===== config.mk =====
export PLATFORM = sky130hd
export DESIGN_NAME = vga_mode_ctrl
export DESIGN_NICKNAME = d
export VERILOG_FILES = /design/src/rtl/vga_mode_ctrl.sv
export SDC_FILE = /design/constraint.sdc
export NUM_CORES = 1
export LEC_CHECK = 0
export CAP_MARGIN = 25
export CELL_PAD_IN_SITES_DETAIL_PLACEMENT = 1
export CELL_PAD_IN_SITES_GLOBAL_PLACEMENT = 2
export CORE_ASPECT_RATIO = 1.75
export CORE_UTILIZATION = 36
export CTS_BUF_LIST = sky130_fd_sc_hd__clkbuf_8
export DETAILED_ROUTE_END_ITERATION = 7
export DONT_BUFFER_PORTS = 1
export PLACE_DENSITY_LB_ADDON = 0.3
export SETUP_SLACK_MARGIN = 0.1
export SLEW_MARGIN = 20
export SYNTH_ARGS = -nofsm -noshare
export SYNTH_HDL_FRONTEND = slang
export SYNTH_SLANG_ARGS = --single-unit

===== constraint.sdc =====
create_clock -name clk_i -period 2.5 [get_ports clk_i]
set_input_delay 0.5 -clock clk_i [delete_from_list [all_inputs] [get_ports clk_i]]
set_output_delay 0.5 -clock clk_i [all_outputs]
set_load 0.02 [all_outputs]

===== src/rtl/vga_mode_ctrl.sv =====
// Mode controller for the VGA timing counter: frame-aligned mode switches, halt/load/settle blanking.
// Define VGA_CUSTOM_MODE_EN to add a programmable mode 3 written through the cfg_* port.
module vga_mode_ctrl #(
  parameter int unsigned W             = 12,
  parameter int unsigned SETTLE_FRAMES = 2,
  parameter int unsigned TIMEOUT_CYC   = 1000000
) (
  input  logic         clk_i,
  input  logic         rst_i,
  input  logic         mode_req_i,
  input  logic [1:0]   mode_sel_i,
  input  logic         frame_end_i,
`ifdef VGA_CUSTOM_MODE_EN
  input  logic         cfg_we_i,
  input  logic [3:0]   cfg_addr_i,
  input  logic [W-1:0] cfg_data_i,
`endif
  output logic         mode_ack_o,
  output logic         mode_err_o,
  output logic         busy_o,
  output logic [1:0]   cur_mode_o,
  output logic         cnt_en_o,
  output logic         blank_o,
  output logic [W-1:0] h_visible_o,
  output logic [W-1:0] h_front_o,
  output logic [W-1:0] h_sync_o,
  output logic [W-1:0] h_back_o,
  output logic [W-1:0] h_whole_o,
  output logic [W-1:0] v_visible_o,
  output logic [W-1:0] v_front_o,
  output logic [W-1:0] v_sync_o,
  output logic [W-1:0] v_back_o,
  output logic [W-1:0] v_whole_o
);

  localparam int unsigned TW = (TIMEOUT_CYC > 1) ? $clog2(TIMEOUT_CYC) : 1;
  localparam int unsigned SW = 4;

  // Entries 0..4: H vis,fp,sync,bp,whole; 5..9: V vis,fp,sync,bp,whole.
  typedef logic [9:0][W-1:0] tset_t;

  typedef enum logic [2:0] {
    ST_IDLE, ST_WAIT, ST_HALT, ST_LOAD, ST_SETTLE, ST_DONE, ST_REJECT
  } state_t;

  function automatic tset_t tbl(input logic [1:0] m);
    tset_t t;
    case (m)
      2'd1: begin
        t[0] = W'(800);  t[1] = W'(40); t[2] = W'(128); t[3] = W'(88);  t[4] = W'(1056);
        t[5] = W'(600);  t[6] = W'(1);  t[7] = W'(4);   t[8] = W'(23);  t[9] = W'(628);
      end
      2'd2: begin
        t[0] = W'(1024); t[1] = W'(24); t[2] = W'(136); t[3] = W'(160); t[4] = W'(1344);
        t[5] = W'(768);  t[6] = W'(3);  t[7] = W'(6);   t[8] = W'(29);  t[9] = W'(806);
      end
      default: begin
        t[0] = W'(640);  t[1] = W'(16); t[2] = W'(96);  t[3] = W'(48);  t[4] = W'(800);
        t[5] = W'(480);  t[6] = W'(10); t[7] = W'(2);   t[8] = W'(33);  t[9] = W'(525);
      end
    endcase
    return t;
  endfunction

  state_t        state_q;
  tset_t         tim_q;
  logic [1:0]    sel_q;
  logic [1:0]    cur_mode_q;
  logic [TW-1:0] to_cnt_q;
  logic [SW-1:0] set_cnt_q;
  logic          busy_q, ack_q, err_q, cnt_en_q, blank_q;
  logic          sel_valid_c;
  tset_t         load_val_c;

`ifdef VGA_CUSTOM_MODE_EN
  tset_t shadow_q;

  // Shadow registers only reach the live timing through a mode-3 load.
  always_ff @(posedge clk_i) begin
    if (rst_i) begin
      shadow_q <= tbl(2'd0);
    end else if (cfg_we_i && (cfg_addr_i < 4'd10)) begin
      shadow_q[cfg_addr_i] <= cfg_data_i;
    end
  end

  assign sel_valid_c = 1'b1;
  assign load_val_c  = (sel_q == 2'd3) ? shadow_q : tbl(sel_q);
`else
  assign sel_valid_c = (mode_sel_i != 2'd3);
  assign load_val_c  = tbl(sel_q);
`endif

  always_ff @(posedge clk_i) begin
    if (rst_i) begin
      state_q    <= ST_IDLE;
      tim_q      <= tbl(2'd0);
      sel_q      <= 2'd0;
      cur_mode_q <= 2'd0;
      to_cnt_q   <= '0;
      set_cnt_q  <= '0;
      busy_q     <= 1'b0;
      ack_q      <= 1'b0;
      err_q      <= 1'b0;
      cnt_en_q   <= 1'b1;
      blank_q    <= 1'b0;
    end else begin
      ack_q <= 1'b0;
      err_q <= 1'b0;
      case (state_q)
        ST_IDLE: begin
          busy_q <= 1'b0;
          if (mode_req_i) begin
            busy_q <= 1'b1;
            sel_q  <= mode_sel_i;
            if (!sel_valid_c) begin
              state_q <= ST_REJECT;
              err_q   <= 1'b1;
            end else if (mode_sel_i == cur_mode_q) begin
              state_q <= ST_DONE;
            end else begin
              state_q  <= ST_WAIT;
              to_cnt_q <= '0;
            end
          end
        end
        ST_REJECT: begin
          state_q <= ST_IDLE;
          busy_q  <= 1'b0;
        end
        // A stalled counter never sends frame_end, so the timeout forces the switch.
        ST_WAIT: begin
          if (frame_end_i || (to_cnt_q == TW'(TIMEOUT_CYC - 1))) begin
            state_q  <= ST_HALT;
            cnt_en_q <= 1'b0;
            blank_q  <= 1'b1;
          end else begin
            to_cnt_q <= to_cnt_q + TW'(1);
          end
        end
        ST_HALT: begin
          state_q    <= ST_LOAD;
          tim_q      <= load_val_c;
          cur_mode_q <= sel_q;
        end
        ST_LOAD: begin
          state_q   <= ST_SETTLE;
          cnt_en_q  <= 1'b1;
          set_cnt_q <= '0;
        end
        ST_SETTLE: begin
          if (frame_end_i) begin
            if (set_cnt_q == SW'(SETTLE_FRAMES - 1)) begin
              state_q <= ST_DONE;
              blank_q <= 1'b0;
            end else begin
              set_cnt_q <= set_cnt_q + SW'(1);
            end
          end
        end
        ST_DONE: begin
          state_q <= ST_IDLE;
          ack_q   <= 1'b1;
        end
        default: state_q <= ST_IDLE;
      endcase
    end
  end

  assign mode_ack_o  = ack_q;
  assign mode_err_o  = err_q;
  assign busy_o      = busy_q;
  assign cur_mode_o  = cur_mode_q;
  assign cnt_en_o    = cnt_en_q;
  assign blank_o     = blank_q;
  assign h_visible_o = tim_q[0];
  assign h_front_o   = tim_q[1];
  assign h_sync_o    = tim_q[2];
  assign h_back_o    = tim_q[3];
  assign h_whole_o   = tim_q[4];
  assign v_visible_o = tim_q[5];
  assign v_front_o   = tim_q[6];
  assign v_sync_o    = tim_q[7];
  assign v_back_o    = tim_q[8];
  assign v_whole_o   = tim_q[9];

endmodule


* Yosys cells after proc, flatten, opt, wreduce, memory -nomap -nowiden
Index checks and enable logic that the tools add are counted.
** Storage, ports and cells
- Word-level logic and storage cells :: 84
- Output and inout port bits :: 127
- Bits of input ports :: 6
- Bits in registers :: 156
** Operators by class
- $add $sub $neg :: 2
- Equality and inequality tests :: 20
- Multiplexer cells :: 26
- Reduce and logical (&&, ||, !) cells :: 14
- Bitwise logic cells :: 2
** Operators with widths (count)
- 117-bit case mux with 2 select lines :: 1
- 20-bit 2-to-1 mux :: 4
- 20-bit case mux with 2 select lines :: 1
- 20-bit by 1-bit adder with 20-bit output (second input constant) :: 1
- 20-bit equality test (second input constant) :: 1
- 3-bit 2-to-1 mux :: 6
- 2-bit inequality test (second input constant) :: 9
- 3-bit case mux with 5 select lines :: 1
- 2-bit nonzero test :: 5
- 3-bit equality test (second input constant) :: 3
- 4-bit 2-to-1 mux :: 2
- 4-bit case mux with 2 select lines :: 1
- 4-bit AND reduction :: 2
- 1-bit 2-to-1 mux :: 7
- 3-bit by 2-bit equality test with 1-bit output (second input constant) :: 2
- 1-bit case mux with 2 select lines :: 3
- 5-bit AND reduction :: 1
- 4-bit by 1-bit adder with 4-bit output (second input constant) :: 1
- 4-bit by 1-bit equality test with 1-bit output (second input constant) :: 1
- 2-bit AND reduction :: 2
- 3-bit by 1-bit equality test with 1-bit output (second input constant) :: 1
- 3-bit zero test :: 1
- 3-bit AND reduction :: 1
- 3-bit OR reduction :: 1
- other kinds (5) :: 6

* Depth between registers and ports, before layout
- Depth after elaboration :: 5
- Gate-level depth with buffers :: 8
- Mapped depth without buffers :: 7

* Worst setup path after synthesis
No wires, ideal clock.
- Path type :: reg-to-reg
- From :: register to_cnt_q[0]
- To :: register state_q[1]
- Setup time :: 103 ps
- Clock period less this slack :: 1835 ps
- Cell stages (with the launch flop) :: 8
- Path slack :: 665 ps
- Data arrival time :: 1732 ps
- Buffers on the path :: 1
- Cell sequence :: dfxtp_1 ha_1 nand3_1 or2_1 o21ai_2 buf_4 nand2_1 a2111oi_2
** Between the ends
- Word-level cells in the longest chain between the ends :: 4
** Ends and longest elaborated chain
- start: declaration :: RTL line 69 : logic [TW-1:0] to_cnt_q;
- start signal: assignment :: RTL line 138 : to_cnt_q <= to_cnt_q + TW'(1);
- 20-bit equality test :: RTL line 133 : if (frame_end_i || (to_cnt_q == TW'(TIMEOUT_CYC - 1))) begin
- 1-bit logical OR :: RTL line 133
- 2-bit inequality test (no line)
- 4-bit AND reduction (no line)
- end signal: assignment :: RTL line 134 : state_q <= ST_HALT;
- end signal: assignment :: RTL line 142 : state_q <= ST_LOAD;
- end signal: assignment :: RTL line 147 : state_q <= ST_SETTLE;
- end: declaration :: RTL line 65 : state_t state_q;
Every way passes these cells.
A chain may end at the register's enable or synchronous reset.

* Worst setup path after layout
- From :: register to_cnt_q[9]
- To :: register to_cnt_q[19]
** Between the ends
- Word-level cells in the longest chain between the ends :: 4
- Elaborated cells on any way between the ends :: 7
** Ends and longest elaborated chain
- parallel branches: the longest is 4 deep, another holds 20-bit by 1-bit adder with 20-bit output
Parallel ways; which one is timed is not known. The select of a mux whose other input is x is not followed.

==> run_results.csv <==
group,metric,value,unit
run_status,outcome,"finished clean",
final_layout,final_layout_size_suffix_gt1_share,11.1,%
cts,cts_tree,"yes",
critical_path,cp.arrival,2.36,ns
global_route,track_usage,16.9,%
final_layout,area_growth,-8.37,%
logic_synthesis,synthTopCellsByArea,"buf_4, dfxtp_1, nand2_1",
final_layout,num_antenna_cells,0,
logic_synthesis,synthMuxAreaShare,0.997,%
cts,postCtsHoldBufs,0,
logic_synthesis,synth_edf_count,0,
detailed_routing,drtIter0Drc,71,
pwr,powerDensity,756,nW/um^2
placement,hpwl,5.71,mm
critical_path,rrSetupSlack,0.34,ns
detailed_routing,wl_per_cell,15.7,um
die,design.portCount,133,
cts,cts_resized,0,
global_route,overflow,0,
detailed_routing,ant_nets,0,
logic_synthesis,ys_top_cells_by_count,"buf_4, dfxtp_1, nand2_1",
critical_path,path_max_fanout,7,
global_route,antenna_found_initial,0,
logic_synthesis,synth_top_family_by_area,"buffers and inverters",
logic_synthesis,synthAdderAreaFrac,2.79,%
logic_synthesis,synth_area,3140,um^2
global_route,grt_pass1_vias,2356,
die,die_h,126,um
timing,fin_worst_skew,0.0131,ns
cts,postCtsSetupBuffers,0,
logic_synthesis,synthSimpleGateAreaFrac,21.7,%
timing,finalCriticalPeriod,2.16,ns
logic_synthesis,ys_seq_area_share,26.8,%
cts,cts_made_buffers,5,
logic_synthesis,yosys.area_share.xor_xnor,0.279,%
min_path,hp-class,"input port to flop",
timing,worst_slew_pin_slew,0.917,ns
timing,timing.slew.headroom,38.9,%
cts,clock_tree.root_cell,"clkbuf_8",
critical_path,worst-setup-path-type,"flop to flop",
flow_run,cap_viol_max_count,0,
placement,io_buffers,0,
critical_path,required,2.70,ns
logic_synthesis,ys_warn_count,0,
detailed_routing,viasPerCell,4.83,
placement,gp_congestion,0.818,
cts,clock_sinks,42,
final_layout,nets,373,
detailed_routing,wirelength,7.46,mm
cts,clk-insertion-delay-late,0.31,ns
global_route,grt_pass1_wl,11.8,mm
cts,clock_path_buffers,2,
timing,rsz0062_at_grt,"false",
timing,hold_violations,0,
critical_path,crit_path_end_kind,"flop",
logic_synthesis,yosysTopAreaCell,"buf_4",
logic_synthesis,yosysMostFrequentCell,"buf_4",
detailed_routing,drc_errors,0,
die,start_util,37.5,%
timing,finalSetupTns,0,ns
timing,report.final.setup_viol,0,
cts,cts_max_level,2,
pwr,finalPower,2.17,mW
pwr,leakagePower,1.21,nW
logic_synthesis,yosys_most_used_dff,"dfxtp_1",
logic_synthesis,ys_async_sr_fraction,0,%
pwr,peakVddDrop,0.000218,V
logic_synthesis,synth.distinct_cells,64,
logic_synthesis,ys_ff_latch,42,
logic_synthesis,syn_inst,390,
logic_synthesis,synth_top_cell_area_share,27.5,%
detailed_routing,vias,2300,
detailed_routing,firstDrtPassIters,4,
global_route,grt_max_degree,36,
logic_synthesis,syn_avg_cell_area,8.05,um^2
cts,path_clk_slew,0.09,ns
die,row_count,44,
die,die_area,9110,um^2
die,coreArea,8370,um^2
timing,fin_crit_sh,86.3,%
timing,timing.fmax,464,MHz
logic_synthesis,synth_compound_area_share,16.5,%
critical_path,cp-start-kind,"flop",
timing,drv_slew,0,
die,die_w,72.6,um
## report_power, final
| part | total, mW | switching, mW | internal, mW |
|---|---|---|---|
| Clock | 0.559 | 0.265 | 0.295 |
| Sequential | 0.823 | 0.0971 | 0.726 |
| Combinational | 0.792 | 0.575 | 0.217 |
| Total | 2.17 | 0.937 | 1.24 |
## path summary, 6_finish.rpt
path | startpoint | to | cells past startpoint
min reg2reg | v_whole_o[6]$_SDFFE_PP0P_ | v_whole_o[6]$_SDFFE_PP0P_ | 2
min | rst_i | blank_o$_SDFFE_PP0P_ | 1
max | to_cnt_q[9]$_SDFFE_PP0P_ | to_cnt_q[19]$_SDFFE_PP0P_ | 6
max reg2reg | to_cnt_q[9]$_SDFFE_PP0P_ | to_cnt_q[19]$_SDFFE_PP0P_ | 6
## cell usage in the layout (no fill, tap or decap), types with 3 or more instances in the layout
| master | instances |
|---|---|
| a211o_1 | 3 |
| o211ai_1 | 4 |
| nand3_1 | 11 |
| clkbuf_8 | 5 |
| nand4_1 | 10 |
| or3_1 | 3 |
| a21oi_1 | 15 |
| nor3_1 | 6 |
| o21ai_0 | 7 |
| and3_1 | 6 |
| a311oi_1 | 7 |
| a22o_1 | 3 |
| nor2_1 | 31 |
| inv_1 | 8 |
| nand2_1 | 36 |
| ha_1 | 7 |
| nor4_1 | 8 |
| buf_4 | 18 |
| dfxtp_2 | 3 |
| nor2b_1 | 4 |
| dfxtp_1 | 39 |
| conb_1 | 74 |
## cell type report
type	count	area [um^2]
fill	1071	5490
multi-input combinational	285	1610
sequential	42	845
tap	115	144
timing repair buffer	18	135
clock buffer	5	68.8
clock inverter	3	41.3
inverter	8	30.0
## critical path: stages (launching register included)
cell and delay, ns:
dfxtp_1 0.37, buf_4 0.16, nand4_1 0.19, nor4_1 0.72, nand3_1 0.17, and3_1 0.22
a211o_1 0.22
## sequential cells by signal, summed over array words and instances, names as in the netlist, 2 cells and up
register / cells
to_cnt_q: 20
state_q: 3
set_cnt_q: 4
sel_q: 2
v_whole_o: 4
cur_mode_o: 2
## through the flow
| stage | instance area (um^2) | util, % | hold slack [ns] | cells | setup WS (ns) |
|---|---|---|---|---|---|
| finish | 2880 | 34.4 | 0.265 | 476 | 0.343 |
| global route | 2880 | 34.4 | 0.226 | 476 | 0.256 |
| detailed placement | 2760 | 33.0 | 0.479 | 468 | 0.331 |
| CTS | 2870 | 34.3 | 0.232 | 476 | 0.287 |
| floorplan | 3410 | - | 0.460 | 462 | 0.665 |
| global placement | 2760 | 33.0 | 0.470 | 468 | 0.352 |
## per-layer routing
metal | track usage, % | part of all wire (%) | vias up
met5 | 0 | 0 | -
met4 | 8.54 | 3.4 | 0
met3 | 3.46 | 3.9 | 16
met2 | 31.9 | 56 | 57
met1 | 16.6 | 37 | 1113
li1 | - | - | 1114
## cells by family (layout without fill, tap and decap cells)
group                      after synthesis  count (layout)
buffers and inverters                  135              34
adders and majority gates                7               7
DFF                                     42              42
AOI/OAI and AO/OA                       68              68
other                                    2              74
xor gates and xnor gates                 1               1
muxes                                    3               3
and+or+nand+nor                        132             132
(Power assumes the default switching activity.)
